$ cat src/rtl/kbd_scan_ctrl.sv
// PS/2 scan-code sequencer: folds E0/F0 prefixes and the Pause sequence into key events
// and queues them in a FWFT FIFO. Define KBD_REPEAT_FILTER_EN to drop typematic repeats.
module kbd_scan_ctrl #(
    parameter int DEPTH   = 8,
    parameter int AW      = 3,
    parameter int TIMEOUT = 100000
) (
    input  logic       clk,
    input  logic       rst_n,
    input  logic [7:0] rx_data,
    input  logic       rx_valid,
    input  logic       rd_en,
    input  logic       clr_ovf,
    output logic [7:0] key_code,
    output logic       key_ext,
    output logic       key_brk,
    output logic       key_avail,
    output logic       fifo_full,
    output logic       overflow
);
    localparam int TW = (TIMEOUT > 1) ? $clog2(TIMEOUT + 1) : 1;

    typedef enum logic [2:0] {S_IDLE, S_EXT, S_BRK, S_EXTBRK, S_SKIP} state_t;

    state_t        state_reg;
    logic [2:0]    skip_reg;
    logic [TW-1:0] to_cnt_reg;
    logic          push_pend_reg;
    logic [9:0]    push_data_reg;

    logic       is_err;
    logic       ev_valid;
    logic       ev_ext;
    logic       ev_brk;
    logic [7:0] ev_code;
    logic       ev_push;
    logic       timeout_hit;

    // Decode the byte arriving this cycle into a candidate event.
    always_comb begin
        is_err   = (rx_data == 8'h00) || (rx_data == 8'hFF);
        ev_valid = 1'b0;
        ev_ext   = 1'b0;
        ev_brk   = 1'b0;
        ev_code  = rx_data;
        if (rx_valid) begin
            case (state_reg)
                S_IDLE:   ev_valid = !is_err && rx_data != 8'hE0 && rx_data != 8'hF0 && rx_data != 8'hE1;
                S_EXT: begin
                    ev_valid = !is_err && rx_data != 8'hF0 && rx_data != 8'hE0;
                    ev_ext   = 1'b1;
                end
                S_BRK: begin
                    ev_valid = !is_err && rx_data != 8'hE0 && rx_data != 8'hF0;
                    ev_brk   = 1'b1;
                end
                S_EXTBRK: begin
                    ev_valid = !is_err;
                    ev_ext   = 1'b1;
                    ev_brk   = 1'b1;
                end
                S_SKIP: begin
                    ev_valid = (skip_reg == 3'd1);
                    ev_code  = 8'hE1;
                end
                default: ev_valid = 1'b0;
            endcase
        end
    end

    assign timeout_hit = (TIMEOUT != 0) && (state_reg != S_IDLE) && !rx_valid
                         && (to_cnt_reg == TW'(TIMEOUT - 1));

`ifdef KBD_REPEAT_FILTER_EN
    logic [8:0] last_make_reg;
    logic       last_valid_reg;
    logic       make_match;

    assign make_match = last_valid_reg && (last_make_reg == {ev_ext, ev_code});
    assign ev_push    = ev_valid && !(!ev_brk && make_match);

    always_ff @(posedge clk or negedge rst_n) begin
        if (!rst_n) begin
            last_make_reg  <= '0;
            last_valid_reg <= 1'b0;
        end else if (ev_valid) begin
            if (!ev_brk && !make_match) begin
                last_make_reg  <= {ev_ext, ev_code};
                last_valid_reg <= 1'b1;
            end else if (ev_brk && make_match) begin
                last_valid_reg <= 1'b0;
            end
        end
    end
`else
    assign ev_push = ev_valid;
`endif

    always_ff @(posedge clk or negedge rst_n) begin
        if (!rst_n) begin
            state_reg     <= S_IDLE;
            skip_reg      <= '0;
            to_cnt_reg    <= '0;
            push_pend_reg <= 1'b0;
            push_data_reg <= '0;
        end else begin
            push_pend_reg <= ev_push;
            push_data_reg <= {ev_ext, ev_brk, ev_code};
            if (timeout_hit) begin
                state_reg  <= S_IDLE;
                to_cnt_reg <= '0;
            end else if (rx_valid) begin
                to_cnt_reg <= '0;
                case (state_reg)
                    S_IDLE: begin
                        if (rx_data == 8'hE0) begin
                            state_reg <= S_EXT;
                        end else if (rx_data == 8'hF0) begin
                            state_reg <= S_BRK;
                        end else if (rx_data == 8'hE1) begin
                            state_reg <= S_SKIP;
                            skip_reg  <= 3'd7;
                        end
                    end
                    S_EXT: begin
                        if (rx_data == 8'hF0)
                            state_reg <= S_EXTBRK;
                        else if (rx_data != 8'hE0)
                            state_reg <= S_IDLE;
                    end
                    S_BRK: begin
                        if (rx_data != 8'hE0 && rx_data != 8'hF0)
                            state_reg <= S_IDLE;
                    end
                    S_EXTBRK: state_reg <= S_IDLE;
                    S_SKIP: begin
                        skip_reg <= skip_reg - 3'd1;
                        if (skip_reg == 3'd1)
                            state_reg <= S_IDLE;
                    end
                    default: state_reg <= S_IDLE;
                endcase
            end else if (state_reg != S_IDLE && TIMEOUT != 0) begin
                to_cnt_reg <= to_cnt_reg + 1'b1;
            end
        end
    end

    // FIFO: array storage, head entry held in a register so it survives going empty.
    logic [9:0]  mem [DEPTH];
    logic [AW-1:0] wr_ptr_reg;
    logic [AW-1:0] rd_ptr_reg;
    logic [AW:0]   count_reg;
    logic [9:0]    head_reg;
    logic          overflow_reg;

    logic          do_pop;
    logic          do_wr;
    logic          is_full;
    logic [AW-1:0] rd_ptr_next;
    logic [AW:0]   count_next;

    assign is_full     = (count_reg == (AW + 1)'(DEPTH));
    assign do_pop      = rd_en && (count_reg != '0);
    assign do_wr       = push_pend_reg && (!is_full || do_pop);
    assign rd_ptr_next = rd_ptr_reg + AW'(do_pop);
    assign count_next  = count_reg + (AW + 1)'(do_wr) - (AW + 1)'(do_pop);

    always_ff @(posedge clk) begin
        if (do_wr)
            mem[wr_ptr_reg] <= push_data_reg;
    end

    always_ff @(posedge clk or negedge rst_n) begin
        if (!rst_n) begin
            wr_ptr_reg   <= '0;
            rd_ptr_reg   <= '0;
            count_reg    <= '0;
            head_reg     <= '0;
            overflow_reg <= 1'b0;
        end else begin
            wr_ptr_reg <= wr_ptr_reg + AW'(do_wr);
            rd_ptr_reg <= rd_ptr_next;
            count_reg  <= count_next;
            // The new head is the entry being written only when it lands exactly at the new read slot.
            if (count_next != '0) begin
                if (do_wr && rd_ptr_next == wr_ptr_reg)
                    head_reg <= push_data_reg;
                else
                    head_reg <= mem[rd_ptr_next];
            end
            if (push_pend_reg && !do_wr)
                overflow_reg <= 1'b1;
            else if (clr_ovf)
                overflow_reg <= 1'b0;
        end
    end

    assign key_ext   = head_reg[9];
    assign key_brk   = head_reg[8];
    assign key_code  = head_reg[7:0];
    assign key_avail = (count_reg != '0);
    assign fifo_full = is_full;
    assign overflow  = overflow_reg;

endmodule

$ cat config.mk
export PLATFORM = sky130hd
export DESIGN_NAME = kbd_scan_ctrl
export DESIGN_NICKNAME = d
export VERILOG_FILES = /design/src/rtl/kbd_scan_ctrl.sv
export SDC_FILE = /design/constraint.sdc
export NUM_CORES = 1
export LEC_CHECK = 0
export BUFFER_PORTS_ARGS = -buffer_cell sky130_fd_sc_hd__buf_2
export CORE_MARGIN = 8
export CORE_UTILIZATION = 66
export CTS_CLUSTER_SIZE = 30
export DETAILED_ROUTE_END_ITERATION = 10
export MAX_ROUTING_LAYER = met4
export PLACE_DENSITY = 0.93
export SLEW_MARGIN = 20
export SYNTH_ARGS = -nofsm -noshare
export SYNTH_HDL_FRONTEND = slang
export SYNTH_SLANG_ARGS = --single-unit
$ cat constraint.sdc
create_clock -name clk -period 6.1 [get_ports clk]
set_clock_uncertainty 0.2 [all_clocks]
set_input_delay 1.22 -clock clk [delete_from_list [all_inputs] [get_ports clk]]
set_output_delay 1.22 -clock clk [all_outputs]
set_load 0.05 [all_outputs]
======== Word-level counts from Yosys, hierarchy flattened ========
Memories as Yosys holds them, arrays and structs flattened. A register that Yosys moved wholly into a read port is not among the register bits.
Index checks and enable logic that the tools add are counted.
storage, ports and cells
  register bits ........................... 45
  output and inout bits ................... 13
  bits of input ports ..................... 13
  memories kept ........................... 1
  logic and storage cells ................. 98
  bits in writable memories ............... 80
memories
  memory  depth  bits a word  read ports  clocked after memory_dff  write ports  RTL line  RTL
  mem     8      10           1           1                         1            150       logic [9:0] mem [DEPTH];
operators by class
  reduce and logical (&&, ||, !) cells .... 31
  $add $sub $neg .......................... 6
  eq/ne operators ......................... 21
  multiplexer cells ....................... 29
  bitwise logic cells ..................... 1
operators with widths
  cell                                                                   count
  17-bit 2-to-1 mux                                                      3
  3-bit 2-to-1 mux                                                       12
  8-bit equality test, second input constant                             4
  8-bit != test, second input constant                                   3
  17-bit by 1-bit adder with 17-bit output, second input constant        1
  17-bit equality test, second input constant                            1
  8-bit 2-to-1 mux                                                       2
  3-bit one-hot mux with 4 select lines                                  1
  1-bit logical AND                                                      11
  1-bit 2-to-1 mux                                                       9
  8-bit logical NOT                                                      1
  4-bit nonzero test                                                     2
  3-bit by 1-bit adder with 3-bit output                                 2
  3-bit by 1-bit equality test with 1-bit output, second input constant  2
  3-bit by 2-bit equality test with 1-bit output, second input constant  2
  2-bit != test, second input constant                                   3
  3-bit != test, second input constant                                   2
  3-bit one-hot mux with 2 select lines                                  1
  6-bit AND reduction                                                    1
  2-bit nonzero test                                                     3
  3-bit nonzero test                                                     2
  1-bit logical NOT                                                      5
  5-bit != test, second input constant                                   1
  1-bit one-hot mux with 5 select lines                                  1
  11 further kinds                                                       13

======== Logic depth before layout (Yosys ltp) ========
  depth in word-level cells ............... 8
  depth in mapped cells ................... 15
  gate-level depth less buffers ........... 14

======== Worst setup path after synthesis ========
No wires, ideal clock.
  kind .................................... input-to-reg
  start ................................... input port rd_en
  end ..................................... register head_reg[0] (read register of mem)
  path buffers ............................ 1
  arrival ................................. 3130 ps
  library setup time ...................... 137 ps
  stages .................................. 12
  setup slack ............................. 2633 ps
  path through ............................ nor2b_1 o21ai_1 o21ai_0 ha_1 inv_1 fa_1 inv_1 nor4b_1 mux2i_1 clkbuf_1 nor2_1 a21oi_1
between the ends
  longest elaborated chain between the ends .. 6
  elaborated cells between the ends (all ways) .. 7
  those cells by class .................... add/sub: 3; reduce/logical: 4
RTL lines
  item                                           RTL line  RTL
  start, declared                                12        input logic rd_en,
  1-bit logical AND *                            164       assign do_pop = rd_en && (count_reg != '0);
  1-bit logical OR                               165       assign do_wr = push_pend_reg && (!is_full || do_pop);
  1-bit logical AND                              165
  4-bit by 1-bit adder with 4-bit output         167       assign count_next = count_reg + (AW + 1)'(do_wr) - (AW + 1)'(do_pop);
  4-bit by 1-bit subtractor with 4-bit output *  167
  via count_next[1]                              161       logic [AW:0] count_next;
  4-bit nonzero test *                           186       if (count_next != '0) begin
  end, declared                                  154       logic [9:0] head_reg;
The timed path passes the listed nets; every way through them passes the cells marked *.
A chain may end at the register's enable or synchronous reset.

======== Worst setup path after layout ========
  start ................................... register count_reg[2]
  end ..................................... register head_reg[2] (read register of mem)
between the ends
  longest elaborated chain between the ends .. 7
  elaborated cells between the ends (all ways) .. 10
  those cells by class .................... add/sub: 3; eq/ne: 1; reduce/logical: 6
RTL lines
  item                                                              RTL line  RTL
  start, declared                                                   153       logic [AW:0] count_reg;
  start signal, assigned                                            184       count_reg <= count_next;
  4-bit equality test / 4-bit nonzero test (equally long branches)  163, 164
  1-bit logical NOT / 1-bit logical AND (equally long branches)     165, 164
  1-bit logical OR                                                  165
  1-bit logical AND                                                 165
  4-bit by 1-bit adder with 4-bit output                            167
  4-bit by 1-bit subtractor with 4-bit output *                     167
  via count_next[2]                                                 161
  4-bit nonzero test *                                              186
Marked as above.

==> run summary <==
The run finished with clean final reports. The die outline area came out at 12120 sq um. The number of placement rows is 34. The clock latency reported for the late side of the worst-skew pair is 0.53 ns. The number of post-CTS setup repair buffers came out at 0. The number of buffers inserted by hold repair at cts came out at 0. The number of gates resized after cts came out at 0.

The worst hold slack is 0.2837 ns. The register with the most flip-flops in the layout has 80 of them. The Yosys warning count is 0. The TritonCTS clock tree is built.

The tightest min-delay check is of the reg -> reg type. For this block, the routed nets add up to ~13000 microns of wire. The global-route track usage on met3 is 0.05814. The number of enable-type register cells in the synthesized netlist came out at 80. The post-synthesis area per instance came out at 14.43 sq um.

CTS saw 135 sinks. The critical path goes through inv_1 -> ha_1 -> or3b_2 -> o21ai_1 -> o21ai_0 -> ha_1 -> inv_1 -> fa_1 -> xnor2_1 -> nor4b_1 -> mux2i_1 -> buf_4 -> nor2_1 -> a21oi_1. In the final routed layout, each cell accounts on average for 23.12 microns.

Counting along the longest clock path gives a buffer depth of 2. The routability-driven placement congestion ratio is 0.8418. Detailed placement ended at an HPWL of approximately 8000 microns. The area of the core is roughly 8600 sq um. The maximum net fanout on the critical path is 20. The portion of the post-synthesis area used by sequential elements came out at 0.6464. Counting every net in the synthesized netlist gives ~430. The final number of setup-violating endpoints is 0. The remaining global-route overflow came out at 0. The required time reported for the critical path endpoint is about 6.3 ns. The iteration-0 DRC count of the detailed router came out at ~230. STA classifies the critical path startpoint as a flop. The slew at the pin with the worst max-slew slack came out at 1.010 ns. For the worst setup path, the data arrival time is between 4 and 5 ns. The count of nets left with antenna violations once routing finished came out at 0. The count of buffers inserted at the top-level ports is 25. The analysis attributes to cell leakage a power of 2.596 nW. Measured against its own limit, the worst slew margin works out to 0.3244. The met2 routing resource usage after global routing came out at 0.3947. The final total negative setup slack came out at 0 ns.

The largest individual stage delay along the critical path comes from the cell o21ai_1. The I/O pin total is 26. The starting density of the core came out at 0.6769. Of the available clock period, the critical path in the final layout requires 0.6302.

The share of final-layout standard cells stronger than drive strength 1 is 0.2478. In the final design database the tool counted 469 nets. The number of hold violations in the final report came out at 0. The global routing usage summed across all routing layers came out at 0.2387.

Derived from the worst setup path, the maximum achievable clock frequency is approximately 0.26 GHz. The antenna cell count is 0. The area growth from synthesis to layout came out at 15.33%. STA classifies the critical path endpoint as a flop. The die outline height is 110.1 microns. The final period demand of the worst path came out at around 3.8 ns.

In this run, distinct cell masters in the synthesized netlist total 48. The power per standard cell area came out at 533.7 nW/um^2. The ratio of routed vias to standard cells came out at around 6.5. In the global route stage, met1 resource usage came out at 0.2680. The via count of the first global-routing pass came out at about 3800. The number of H-tree branching levels is 4. After synthesis the netlist holds a flip-flop and latch count of approximately 140. The initial antenna violation count came out at 0. For this run, the leading register cell type out of synthesis is edfxtp_1. The number of buffers added by the clock tree synthesis step came out at 17. The root buffer cell chosen for the clock tree is clkbuf_8.

The wire length of the first global-routing pass came out at 20270 microns. The cell area after synthesis is between 5000 and 6000 sq um. The max-cap violation count came out at 0. The number of vias after detailed routing is between 3000 and 4000. By startpoint and endpoint, the worst setup path is classified as reg -> reg. The largest net degree at the start of global routing came out at 56. The final number of max-transition violations came out at 0. The largest single stage delay on the critical path is ~0.57 ns.

The layer carrying the most global-route usage is met2. IR analysis of the VDD net gives a maximum drop of slightly below 0.3 mV. The clock-pin slew on the worst setup and hold paths came out at ~0.06 ns. The die is about 110 microns wide. The fraction of synthesis flops using an asynchronous set or reset pin is 0.4074. The remaining design rule violation count came out at 0. The number of standard cells after synthesis is 405. For this run, the detailed router's first-pass iteration total came to 7. Setup repair after global routing left no endpoint under its margin.
[report_power, final]
| part | internal [W] | switching, W |
|---|---|---|
| clock | 0.000632 | 0.000378 |
| combinational | 0.000546 | 0.000738 |
| sequential | 0.00116 | 0.000139 |
[metal layers]
layer,share of wire,up-vias
met5,0,-
met4,0.035,0
met3,0.067,43
met2,0.53,190
met1,0.37,1845
li1,-,1579
[critical path, delay by kind of cell (launching register included)]
family | cells | cell delay (ns)
simple gates | 3 | 1.02
compound gates | 3 | 0.82
fa+ha+maj | 3 | 0.58
buf+inv | 3 | 0.41
flops | 1 | 0.36
mux | 1 | 0.19
xor+xnor | 1 | 0.13
[cell usage after synthesis (6+ instances only)]
master / instances / area [sq um]
inv_1: 16 / 60.06
nand2_1: 22 / 82.58
nand2b_1: 6 / 37.54
xor2_1: 14 / 122.6
and3_1: 9 / 56.30
a21oi_1: 20 / 100.1
o21ai_0: 7 / 35.03
mux2i_1: 13 / 130.1
nand4_1: 6 / 37.54
nor3_1: 7 / 35.03
dfrtp_1: 55 / 1376
mux2_2: 11 / 123.9
ha_1: 12 / 150.1
nor2_1: 30 / 112.6
clkbuf_1: 11 / 41.29
mux4_2: 20 / 450.4
edfxtp_1: 80 / 2402
nand3_1: 12 / 60.06
[kinds of logic (layout without fill, tap and decap cells)]
logic type      Yosys count  in the layout  synth area share
buf+inv                  34             85           0.02440
mux                      44             44            0.1205
simple gates            120            120            0.1081
xor+xnor                 18             18           0.02697
fa+ha+maj                14             14           0.03082
compound gates           40             40           0.04281
flops                   135            135            0.6464
[metrics by stage]
stage / setup WS [ns] / power [W] / std cells / instance area (sq um) / util
after floorplan: 2.633 / 0.002233 / 405 / 5846 / -
after global placement: 2.206 / 0.002470 / 532 / 6146 / 0.7117
after detailed placement: 2.075 / 0.002567 / 532 / 6146 / 0.7117
after CTS: 2.278 / 0.003604 / 564 / 6733 / 0.7796
after global routing: 2.009 / 0.003756 / 564 / 6741 / 0.7806
final: 2.256 / 0.003598 / 564 / 6741 / 0.7806
[final timing paths]
check | startpoint | end | slack [ns] | depth (start not counted)
max in group asynchronous | rst_n | to_cnt_reg[1] | 4.57 | 2
setup / recovery | count_reg[2] | head_reg[2] | 2.26 | 14
setup reg to reg | count_reg[2] | head_reg[2] | 2.26 | 14
hold reg to reg | skip_reg[2] | skip_reg[2] | 0.28 | 1
hold / removal | skip_reg[2] | skip_reg[2] | 0.28 | 1
min in group asynchronous | rst_n | count_reg[0] | 0.62 | 2
[placed cells by master (no fill, tap or decap), drive strengths merged, types with 6 or more instances in the layout]
master and n:
nor2 30, buf 37, nand2b 6, o21ai 8, and3 9, ha 12, mux2i 13, mux4 20
edfxtp 80, nand3 12, clkbuf 20, clkinv 6, inv 17, mux2 11, a21oi 21, nor3 7
nand4 6, nand2 22, dfrtp 55, xor2 14
[area by class of cell]
cell class | count | area [sq um]
inverter | 16 | 60.06
multi-input combinational | 236 | 1966
sequential | 135 | 3779
tap | 108 | 135.1
fill | 455 | 1894
clock buffer | 20 | 435.4
timing repair buffer | 37 | 215.2
clock inverter | 12 | 151.4
Note: power is estimated with default switching activity, not from simulation.
